File: src/rtl/cache_snoop_ctrl.sv
// cache_snoop_ctrl: MOESI bus-snoop handler for one tag array.
// Looks up a snooped line, downgrades it and returns a bus response.
module cache_snoop_ctrl #(
  parameter int SETS       = 128,
  parameter int WAYS       = 4,
  parameter int ADDR_WIDTH = 32,
  parameter int TAG_WIDTH  = ADDR_WIDTH - $clog2(SETS) - 6,
  parameter int LRU_BITS   = 2
) (
  input  logic                           clk,
  input  logic                           rst_n,
  input  logic                           snoop_valid,
  output logic                           snoop_ready,
  input  logic [ADDR_WIDTH-1:0]          snoop_addr,
  input  logic [1:0]                     snoop_type,
  output logic [$clog2(SETS)-1:0]        snoop_read_set,
  input  logic [WAYS-1:0][TAG_WIDTH-1:0] snoop_read_tags,
  input  logic [WAYS-1:0]                snoop_read_valids,
  input  logic [WAYS-1:0][2:0]           snoop_read_states,
  input  logic [WAYS-1:0][LRU_BITS-1:0]  snoop_read_lru,
  output logic                           tag_wr_req,
  input  logic                           tag_wr_gnt,
  output logic [$clog2(SETS)-1:0]        tag_wr_set,
  output logic [$clog2(WAYS)-1:0]        tag_wr_way,
  output logic [TAG_WIDTH-1:0]           tag_wr_tag,
  output logic                           tag_wr_valid,
  output logic [2:0]                     tag_wr_state,
  output logic [LRU_BITS-1:0]            tag_wr_lru,
  output logic                           resp_valid,
  input  logic                           resp_ready,
  output logic                           resp_hit,
  output logic                           resp_supply,
  output logic                           resp_shared,
  output logic                           resp_err,
  output logic [$clog2(WAYS)-1:0]        resp_way
);

  localparam int SW = $clog2(SETS);
  localparam int WW = $clog2(WAYS);
  localparam int OW = 6;

  localparam logic [2:0] ST_I = 3'b000;
  localparam logic [2:0] ST_M = 3'b001;
  localparam logic [2:0] ST_O = 3'b010;
  localparam logic [2:0] ST_E = 3'b100;
  localparam logic [2:0] ST_S = 3'b101;

  localparam logic [1:0] T_RD   = 2'b00;
  localparam logic [1:0] T_RDX  = 2'b01;
  localparam logic [1:0] T_UPGR = 2'b10;
  localparam logic [1:0] T_RSV  = 2'b11;

  typedef enum logic [1:0] {
    IDLE,
    LOOKUP,
    WRITE,
    RESP
  } state_t;

  state_t state_q, state_d;

  logic                 rdy_en_q;
  logic [SW-1:0]        set_q;
  logic [TAG_WIDTH-1:0] stag_q;
  logic [1:0]           type_q;

  logic                 hit_q;
  logic [WW-1:0]        way_q;
  logic [2:0]           old_q;
  logic [2:0]           nxt_q;
  logic [TAG_WIDTH-1:0] ltag_q;
  logic [LRU_BITS-1:0]  lru_q;
  logic                 sup_q;
  logic                 shr_q;
  logic                 err_q;

  logic                 accept;
  logic [WAYS-1:0]      hit_vec;
  logic                 lk_any;
  logic                 lk_hit;
  logic                 lk_multi;
  logic [WW-1:0]        lk_way;
  logic [2:0]           lk_old;
  logic [2:0]           lk_nxt;
  logic [TAG_WIDTH-1:0] lk_tag;
  logic [LRU_BITS-1:0]  lk_lru;
  logic                 lk_sup;
  logic                 lk_bad;
  logic                 lk_legal;
  logic                 unused_offset;

  assign unused_offset = ^{snoop_addr[OW-1:0], old_q};

  assign snoop_ready    = (state_q == IDLE) && rdy_en_q;
  assign accept         = snoop_ready && snoop_valid;
  assign snoop_read_set = set_q;

  always_comb begin
    for (int w = 0; w < WAYS; w++) begin
      hit_vec[w] = snoop_read_valids[w] &&
                   (snoop_read_states[w] != ST_I) &&
                   (snoop_read_tags[w] == stag_q);
    end
  end

  // lowest-index hitting way wins
  always_comb begin
    lk_way = '0;
    for (int w = WAYS - 1; w >= 0; w--) begin
      if (hit_vec[w]) lk_way = WW'(w);
    end
  end

  assign lk_any   = |hit_vec;
  assign lk_multi = |(hit_vec & (hit_vec - WAYS'(1)));
  assign lk_hit   = lk_any && (type_q != T_RSV);
  assign lk_old   = snoop_read_states[lk_way];
  assign lk_tag   = snoop_read_tags[lk_way];
  assign lk_lru   = snoop_read_lru[lk_way];
  assign lk_legal = (lk_old == ST_M) || (lk_old == ST_O) ||
                    (lk_old == ST_E) || (lk_old == ST_S);

  always_comb begin
    lk_nxt = lk_old;
    lk_sup = 1'b0;
    lk_bad = 1'b0;
    unique case (1'b1)
      type_q == T_RD: begin
        case (lk_old)
          ST_M: begin
            lk_nxt = ST_O;
            lk_sup = 1'b1;
          end
          ST_O: lk_sup = 1'b1;
          ST_E: lk_nxt = ST_S;
          ST_S: lk_nxt = ST_S;
          default: lk_bad = 1'b1;
        endcase
      end
      type_q == T_RDX: begin
        lk_nxt = ST_I;
        lk_sup = (lk_old == ST_M) || (lk_old == ST_O);
        lk_bad = !lk_legal;
      end
      type_q == T_UPGR: begin
        lk_nxt = ST_I;
        lk_bad = !((lk_old == ST_S) || (lk_old == ST_O));
      end
      default: begin
        lk_nxt = lk_old;
      end
    endcase
  end

  always_ff @(posedge clk or negedge rst_n) begin
    if (!rst_n) begin
      state_q  <= IDLE;
      rdy_en_q <= 1'b0;
    end else begin
      state_q  <= state_d;
      rdy_en_q <= 1'b1;
    end
  end

  always_comb begin
    state_d = state_q;
    unique case (state_q)
      IDLE: begin
        if (accept) state_d = LOOKUP;
      end
      LOOKUP: begin
        if (lk_hit && (lk_nxt != lk_old)) state_d = WRITE;
        else state_d = RESP;
      end
      WRITE: begin
        if (tag_wr_gnt) state_d = RESP;
      end
      RESP: begin
        if (resp_ready) state_d = IDLE;
      end
      default: state_d = IDLE;
    endcase
  end

  always_ff @(posedge clk or negedge rst_n) begin
    if (!rst_n) begin
      set_q  <= '0;
      stag_q <= '0;
      type_q <= '0;
    end else if (accept) begin
      set_q  <= snoop_addr[SW+OW-1:OW];
      stag_q <= snoop_addr[ADDR_WIDTH-1:SW+OW];
      type_q <= snoop_type;
    end
  end

  // a miss or reserved type leaves every result field at zero
  always_ff @(posedge clk or negedge rst_n) begin
    if (!rst_n) begin
      hit_q  <= 1'b0;
      way_q  <= '0;
      old_q  <= ST_I;
      nxt_q  <= ST_I;
      ltag_q <= '0;
      lru_q  <= '0;
      sup_q  <= 1'b0;
      shr_q  <= 1'b0;
      err_q  <= 1'b0;
    end else if (state_q == LOOKUP) begin
      hit_q  <= lk_hit;
      way_q  <= lk_hit ? lk_way : '0;
      old_q  <= lk_hit ? lk_old : ST_I;
      nxt_q  <= lk_hit ? lk_nxt : ST_I;
      ltag_q <= lk_hit ? lk_tag : '0;
      lru_q  <= lk_hit ? lk_lru : '0;
      sup_q  <= lk_hit && lk_sup;
      shr_q  <= lk_hit && (lk_nxt != ST_I);
      err_q  <= lk_hit && (lk_multi || lk_bad);
    end
  end

  assign tag_wr_req   = (state_q == WRITE);
  assign tag_wr_set   = tag_wr_req ? set_q : '0;
  assign tag_wr_way   = tag_wr_req ? way_q : '0;
  assign tag_wr_tag   = tag_wr_req ? ltag_q : '0;
  assign tag_wr_valid = tag_wr_req && (nxt_q != ST_I);
  assign tag_wr_state = tag_wr_req ? nxt_q : ST_I;
  assign tag_wr_lru   = tag_wr_req ? lru_q : '0;

  assign resp_valid  = (state_q == RESP);
  assign resp_hit    = resp_valid && hit_q;
  assign resp_supply = resp_valid && sup_q;
  assign resp_shared = resp_valid && shr_q;
  assign resp_err    = resp_valid && err_q;
  assign resp_way    = resp_valid ? way_q : '0;

endmodule

File: config.mk
export PLATFORM = sky130hd
export DESIGN_NAME = cache_snoop_ctrl
export DESIGN_NICKNAME = d
export VERILOG_FILES = /design/src/rtl/cache_snoop_ctrl.sv
export SDC_FILE = /design/constraint.sdc
export NUM_CORES = 1
export LEC_CHECK = 0
export BUFFER_PORTS_ARGS = -buffer_cell sky130_fd_sc_hd__buf_2
export CAP_MARGIN = 15
export CORE_UTILIZATION = 50
export DETAILED_ROUTE_END_ITERATION = 10
export HOLD_SLACK_MARGIN = 0.03
export PLACE_DENSITY = 0.89
export RECOVER_POWER = 100
export SLEW_MARGIN = 20
export SYNTH_ARGS = -nofsm -noshare
export SYNTH_HDL_FRONTEND = slang
export SYNTH_SLANG_ARGS = --single-unit
export TNS_END_PERCENT = 30
File: constraint.sdc
create_clock -name clk -period 3.95 [get_ports clk]
set_clock_uncertainty 0.15 [all_clocks]
set_input_delay 0.79 -clock clk [delete_from_list [all_inputs] [get_ports clk]]
set_output_delay 0.79 -clock clk [all_outputs]
set_load 0.02 [all_outputs]
# Word-level counts from Yosys, hierarchy flattened
# Index checks and enable logic that the tools add are counted.
[classes] bitwise=1 n_mux=31 eq_ne=18 n_reduce_logical=42 add_sub_neg=1 order_cmp=1
[op_table] cell="equality test 19 bit" count=4
[op_table] cell="two-way mux 19 bit" count=3
[op_table] cell="binary-select mux 19 bit (select 2 bit)" count=1
[op_table] cell="two-way mux 2 bit" count=13
[op_table] cell="logical AND 1 bit" count=20
[op_table] cell="nonzero test 3 bit" count=6
[op_table] cell="case mux 3 bit (2 select lines)" count=2
[op_table] cell="OR reduction 4 bit" count=3
[op_table] cell="two-way mux 3 bit" count=3
[op_table] cell="case mux 2 bit (4 select lines)" count=1
[op_table] cell="two-way mux 7 bit" count=1
[op_table] cell="binary-select mux 3 bit (select 2 bit)" count=1
[op_table] cell="equality test 2 bit (second input constant)" count=3
[op_table] cell="equality test 3 bit (second input constant)" count=2
[op_table] cell="OR reduction 2 bit" count=3
[op_table] cell="logical OR 1 bit" count=5
[op_table] cell="AND 4 bit" count=1
[op_table] cell="binary-select mux 2 bit (select 2 bit)" count=1
[op_table] cell="equality test 2 x 1 -> 1 bit (second input constant)" count=2
[op_table] cell="zero test 2 bit" count=2
[op_table] cell="inequality test 2 x 1 -> 1 bit (second input constant)" count=2
[op_table] cell="inequality test 2 bit (second input constant)" count=2
[op_table] cell="subtractor 4 x 1 -> 4 bit (second input constant)" count=1
[op_table] cell="equality test 3 x 1 -> 1 bit (second input constant)" count=1
[op_table] cell="other kinds (8)" count=11
[word_totals] word_cells=107 ff_bits=61 output_inout_bits=50 in_bits=139

# Depth between registers and ports, before layout
[logic_depth] depth_word=17 depth_mapped=12 depth_no_buf=9

# Least setup slack after synthesis
# OpenSTA, ideal clock, no wires.
[synth_timing] path_type="input to register" startpoint="input snoop_read_tags[64] (netlist name)" endpoint="register err_q" setup_ps=127 path_stages=9 required_time_ps=3673 n_path_buf=0 arrival_ps=2754 slack_ps=918 cell_sequence="xnor2_1 -> nand4_1 -> or4_4 -> a2bb2oi_2 -> a21boi_2 -> o21ai_1 -> or3_1 -> a31oi_1 -> o2bb2ai_1"
[synth_via] elab_chain_len=16 word_cells_on_any_way=28 cone_classes="1 x add/sub; 5 x eq/ne; 8 x mux; 1 x bitwise; 13 x reduce/logical"
[synth_rtl] element="start: declaration" line="17" rtl="input logic [WAYS-1:0][TAG_WIDTH-1:0] snoop_read_tags,"
[synth_rtl] element="equality test 19 bit (*)" line="102" rtl="(snoop_read_tags[w] == stag_q);"
[synth_rtl] element="logical AND 1 bit (*)" line="101" rtl="(snoop_read_states[w] != ST_I) &&"
[synth_rtl] element="two-way mux 2 bit (4 in a row)" line="110" rtl="if (hit_vec[w]) lk_way = WW'(w);"
[synth_rtl] element="binary-select mux 3 bit (select 2 bit)" line="117" rtl="assign lk_old = snoop_read_states[lk_way];"
[synth_rtl] element="two-way mux 3 bit (implied by the code)" line="117"
[synth_rtl] element="equality test 3 x 1 -> 1 bit / equality test 3 x 2 -> 1 bit (equally long branches)" line="120, 129, 147"
[synth_rtl] element="logical OR 1 bit (2 in a row)" line="120" rtl="assign lk_legal = (lk_old == ST_M) || (lk_old == ST_O) ||"
[synth_rtl] element="logical OR 1 bit" line="121" rtl="(lk_old == ST_E) || (lk_old == ST_S);"
[synth_rtl] element="zero test 1 bit" line="143" rtl="lk_bad = !lk_legal;"
[synth_rtl] element="case mux 1 bit (3 select lines)" line="127" rtl="unique case (1'b1)"
[synth_rtl] element="logical OR 1 bit" line="218" rtl="err_q <= lk_hit && (lk_multi || lk_bad);"
[synth_rtl] element="logical AND 1 bit (*)" line="218"
[synth_rtl] element="end signal: assignment" line="218"
[synth_rtl] element="end: declaration" line="75" rtl="logic err_q;"
# Mark *: on every way between the ends. The rest lies on a longest branch, timed or not. The select of a mux whose other input is x is not followed.
# A chain may end at the register's enable or synchronous reset.

# Final worst setup path
[layout_timing] startpoint="input snoop_read_tags[59] (netlist name)" endpoint="register ltag_q[5]"
[layout_via] elab_chain_len=9 word_cells_on_any_way=11 cone_classes="1 x eq/ne; 7 x mux; 3 x reduce/logical"
[layout_rtl] element="equality test 19 bit (*)" line="102"
[layout_rtl] element="logical AND 1 bit (*)" line="101"
[layout_rtl] element="two-way mux 2 bit (4 in a row)" line="110"
[layout_rtl] element="binary-select mux 19 bit (select 2 bit)" line="118" rtl="assign lk_tag = snoop_read_tags[lk_way];"
[layout_rtl] element="two-way mux 19 bit (implied by the code)" line="118"
[layout_rtl] element="two-way mux 19 bit (*)" line="214" rtl="ltag_q <= lk_hit ? lk_tag : '0;"
[layout_rtl] element="end signal: assignment" line="214"
[layout_rtl] element="end: declaration" line="71" rtl="logic [TAG_WIDTH-1:0] ltag_q;"
# Marked as above.

==> results.sh <==
export IMPL_endpoint_kind="register"
export IMPL_drcViolationCount=0
export IMPL_synth_area_leader_cell="sky130_fd_sc_hd__dfrtp_1"
export IMPL_crit_required_ns=4.07
export IMPL_initial_core_util=0.526
export IMPL_netlist_instances=477
export IMPL_most_used_flip_flop_cell_after_synthesis="sky130_fd_sc_hd__dfrtp_1"
export IMPL_grt_antenna_before_repair=0
export IMPL_vdd_ir_drop_max_uv=390
export IMPL_insertedDiodeCount=0
export IMPL_fin_cells=775
export IMPL_synth_seq_cells=61
export IMPL_cts_htree_levels=3
export IMPL_cts_inserted_buffers=9
export IMPL_cts_tree="built"
export IMPL_hold_class="reg -> reg"
export IMPL_synthesis_to_finish_area_growth_pct=20.3
export IMPL_cts_root_buffer="sky130_fd_sc_hd__clkbuf_8"
export IMPL_critical_path_max_stage_delay_ns=0.56
export IMPL_totalWireLength_mm=15.6
export IMPL_part_of_the_yosys_area_used_for_sequential_elements=0.308
export IMPL_critical_path_peak_fanout=43
export IMPL_count_of_placed_standard_cells_including_taps=760
export IMPL_grt_setup_unrepaired="no"
export IMPL_synthesis_nets=621
export IMPL_dp_hpwl_mm=12.5
export IMPL_core_area_mm2=0.00942
export IMPL_die_y_um=101
export IMPL_holdBufCountCts=0
export IMPL_worst_slew_pin_transition_ns=1.82
export IMPL_cts_setup_buffers=0
export IMPL_outcome="finished, violations left"
export IMPL_violations="max-capacitance violations, max-slew violations"
export IMPL_via_count=4461
export IMPL_path_clk_slew_ns=0.07
export IMPL_layout_drive_gt1_share=0.358
export IMPL_viasPerCell=5.76
export IMPL_finalHoldViolations=0
export IMPL_first_pass_iteration_count_of_the_detailed_router=5
export IMPL_critical_path_slowest_cell="sky130_fd_sc_hd__or4_4"
export IMPL_grt_start_max_net_pins=62
export IMPL_power_static_leakage_uw=0.00254
export IMPL_final_antenna_net_count=0
export IMPL_gp_congestion=0.951
export IMPL_setup_violations_final=0
export IMPL_avgRoutedWirePerCell_um=20.1
export IMPL_crit_buf_inv=2
export IMPL_dieWidth_um=101
export IMPL_drt_iter0_markers=322
export IMPL_yosys_top_cells_area="sky130_fd_sc_hd__dfrtp_1 (31%), sky130_fd_sc_hd__mux2_2 (11%), sky130_fd_sc_hd__xnor2_1 (9.0%)"
export IMPL_finalCoreUtilization=0.632
export IMPL_global_route_usage_total=0.309
export IMPL_ys_types=61
export IMPL_setup_tns_ns=0
export IMPL_cp_cell_sequence="buf_2, xnor2_1, nand4_1, or4_4, a211oi_1, nor2_1, nor2_8, buf_12, mux2i_1, mux2_1, o2bb2ai_1"
export IMPL_synthesis_area_mm2=0.00495
export IMPL_post_synth_cell_area_avg_um2=10.4
export IMPL_clock_path_buffers=2
export IMPL_postCtsResizedCells=0
export IMPL_power_density_cell_area_mw_per_mm2=518
export IMPL_first_global_vias=4490
export IMPL_crit_type="in -> reg"
export IMPL_slew_headroom=-0.214
export IMPL_post_route_period_util=0.921
export IMPL_share_of_flip_flops_with_an_asynchronous_set_or_reset=1.00
export IMPL_setup_worst_path_start_class="primary input"
export IMPL_timing_max_cap_violations=2
export IMPL_place_port_buffers=182
export IMPL_cell_family_contributing_the_most_delay_on_the_critical_path="simple AND/OR/NAND/NOR gates"
export IMPL_finish_net_count=786
export IMPL_worst_endpoint_arrival_ns=3.76
export IMPL_io_pins=189
export IMPL_final_max_slew_viol_count=91
export IMPL_yosysWarnings=0
export IMPL_rows=35
export IMPL_finalWorstPathRequiredPeriod_ns=3.64
export IMPL_gr_total_overflow=0
export IMPL_clkLatencyLatePin_ns=0.34
export IMPL_yosysTopAreaCellShare=0.308
export IMPL_number_of_synthesized_flops_with_an_enable_pin=0
export IMPL_grt_pass1_wl_mm=23.4
export IMPL_achievable_frequency_mhz=275
export IMPL_clock_sink_count=61
export IMPL_total_power_uw=3080
export IMPL_floorplan_die_area_mm2=0.0103
-- per-stage QoR --
stage               instance area, µm²  worst slack, ns  hold slack [ns]
floorplan                         4950            0.918            0.297
global placement                  5870            0.418            0.316
detailed placement                5870            0.356            0.317
CTS                               6070            0.699            0.339
global route                      5950            0.288            0.352
finish                            5950            0.312            0.336
-- power by group --
part	internal, µW	switching [µW]	leakage (µW)
logic	606	856	0.00165
clock network	324	265	0.000103
registers	781	251	0.000791
total	1710	1370	0.00254
-- final timing paths --
kind | start | endpoint | slack (ns) | cells past startpoint
max reg2reg | stag_q[2]$_DFFE_PN0P_ | ltag_q[5]$_DFFE_PN0P_ | 0.37 | 10
max | snoop_read_tags[59] | ltag_q[5]$_DFFE_PN0P_ | 0.31 | 11
min in group asynchronous | rst_n | nxt_q[2]$_DFFE_PN0P_ | 0.74 | 2
min | ltag_q[17]$_DFFE_PN0P_ | ltag_q[17]$_DFFE_PN0P_ | 0.34 | 1
max in group asynchronous | rst_n | ltag_q[14]$_DFFE_PN0P_ | 1.96 | 2
min reg2reg | ltag_q[17]$_DFFE_PN0P_ | ltag_q[17]$_DFFE_PN0P_ | 0.34 | 1
-- layout make-up --
cell class                      count  area (µm²)
Clock inverter                      3        43.8
Timing Repair Buffer              191         943
Sequential cell                    61        1530
Clock buffer                       12         155
Multi-Input combinational cell    366        3070
Tap cell                          129         161
Inverter                           13        48.8
Fill cell                         822        3460
-- metal layers --
layer	routed length [µm]	vias to the layer above	part of all wire	GRT usage
met3	1230	32	0.079	0.0738
met5	0	-	0	0
met1	6330	2178	0.41	0.376
met2	7500	212	0.48	0.519
li1	-	2039	-	-
met4	513	0	0.033	0.137
-- cell families after synthesis --
group | synth area share
simple gates | 0.172
mux | 0.196
xor+xnor | 0.136
flops | 0.308
compound gates | 0.115
buf+inv | 0.0569
fa+ha+maj | 0.0147
other cells | 0.000758
-- cells in the final DEF (no fill, tap or decap), types with 4 or more instances in the layout --
cell type,n
sky130_fd_sc_hd__nor3_1,7
sky130_fd_sc_hd__nor4_1,9
sky130_fd_sc_hd__o2bb2ai_2,7
sky130_fd_sc_hd__inv_1,12
sky130_fd_sc_hd__and2_0,23
sky130_fd_sc_hd__o21ai_0,8
sky130_fd_sc_hd__nor4b_1,4
sky130_fd_sc_hd__clkbuf_1,33
sky130_fd_sc_hd__mux2_1,7
sky130_fd_sc_hd__nor2_1,6
sky130_fd_sc_hd__nand2_1,9
sky130_fd_sc_hd__nand3_1,13
sky130_fd_sc_hd__or3_1,4
sky130_fd_sc_hd__and2_1,17
sky130_fd_sc_hd__buf_4,5
sky130_fd_sc_hd__xor2_1,26
sky130_fd_sc_hd__nand4b_1,4
sky130_fd_sc_hd__xnor2_1,51
sky130_fd_sc_hd__buf_2,152
sky130_fd_sc_hd__dfrtp_1,61
sky130_fd_sc_hd__mux2_2,42
sky130_fd_sc_hd__clkbuf_8,11
sky130_fd_sc_hd__o2bb2ai_1,19
sky130_fd_sc_hd__ha_1,5
sky130_fd_sc_hd__nand4_1,16
sky130_fd_sc_hd__mux2i_1,42
-- sequential cells by signal, indices dropped and copies added (netlist names) --
signal and flops:
stag_q 19, nxt_q 3, state_q 2, err_q 1, rdy_en_q 1, shr_q 1
ltag_q 19, hit_q 1, type_q 2, snoop_read_set 7, lru_q 2, way_q 2
sup_q 1
-- cell usage after synthesis (3+ instances only) --
cell type and number:
sky130_fd_sc_hd__and2_1 40, sky130_fd_sc_hd__and4_1 3, sky130_fd_sc_hd__buf_12 3, sky130_fd_sc_hd__buf_2 9, sky130_fd_sc_hd__buf_6 3, sky130_fd_sc_hd__clkbuf_1 21, sky130_fd_sc_hd__dfrtp_1 61, sky130_fd_sc_hd__ha_1 5
sky130_fd_sc_hd__inv_1 12, sky130_fd_sc_hd__mux2_2 49, sky130_fd_sc_hd__mux2i_1 42, sky130_fd_sc_hd__nand2_1 9, sky130_fd_sc_hd__nand3_1 13, sky130_fd_sc_hd__nand4_1 16, sky130_fd_sc_hd__nand4b_1 4, sky130_fd_sc_hd__nor2_1 6
sky130_fd_sc_hd__nor3_1 7, sky130_fd_sc_hd__nor4_1 9, sky130_fd_sc_hd__nor4b_1 4, sky130_fd_sc_hd__nor4bb_1 3, sky130_fd_sc_hd__o21ai_0 8, sky130_fd_sc_hd__o2bb2ai_1 11, sky130_fd_sc_hd__o2bb2ai_2 15, sky130_fd_sc_hd__or3_1 4
sky130_fd_sc_hd__xnor2_1 51, sky130_fd_sc_hd__xor2_1 26
No activity file was read; power rests on OpenSTA's default activity.
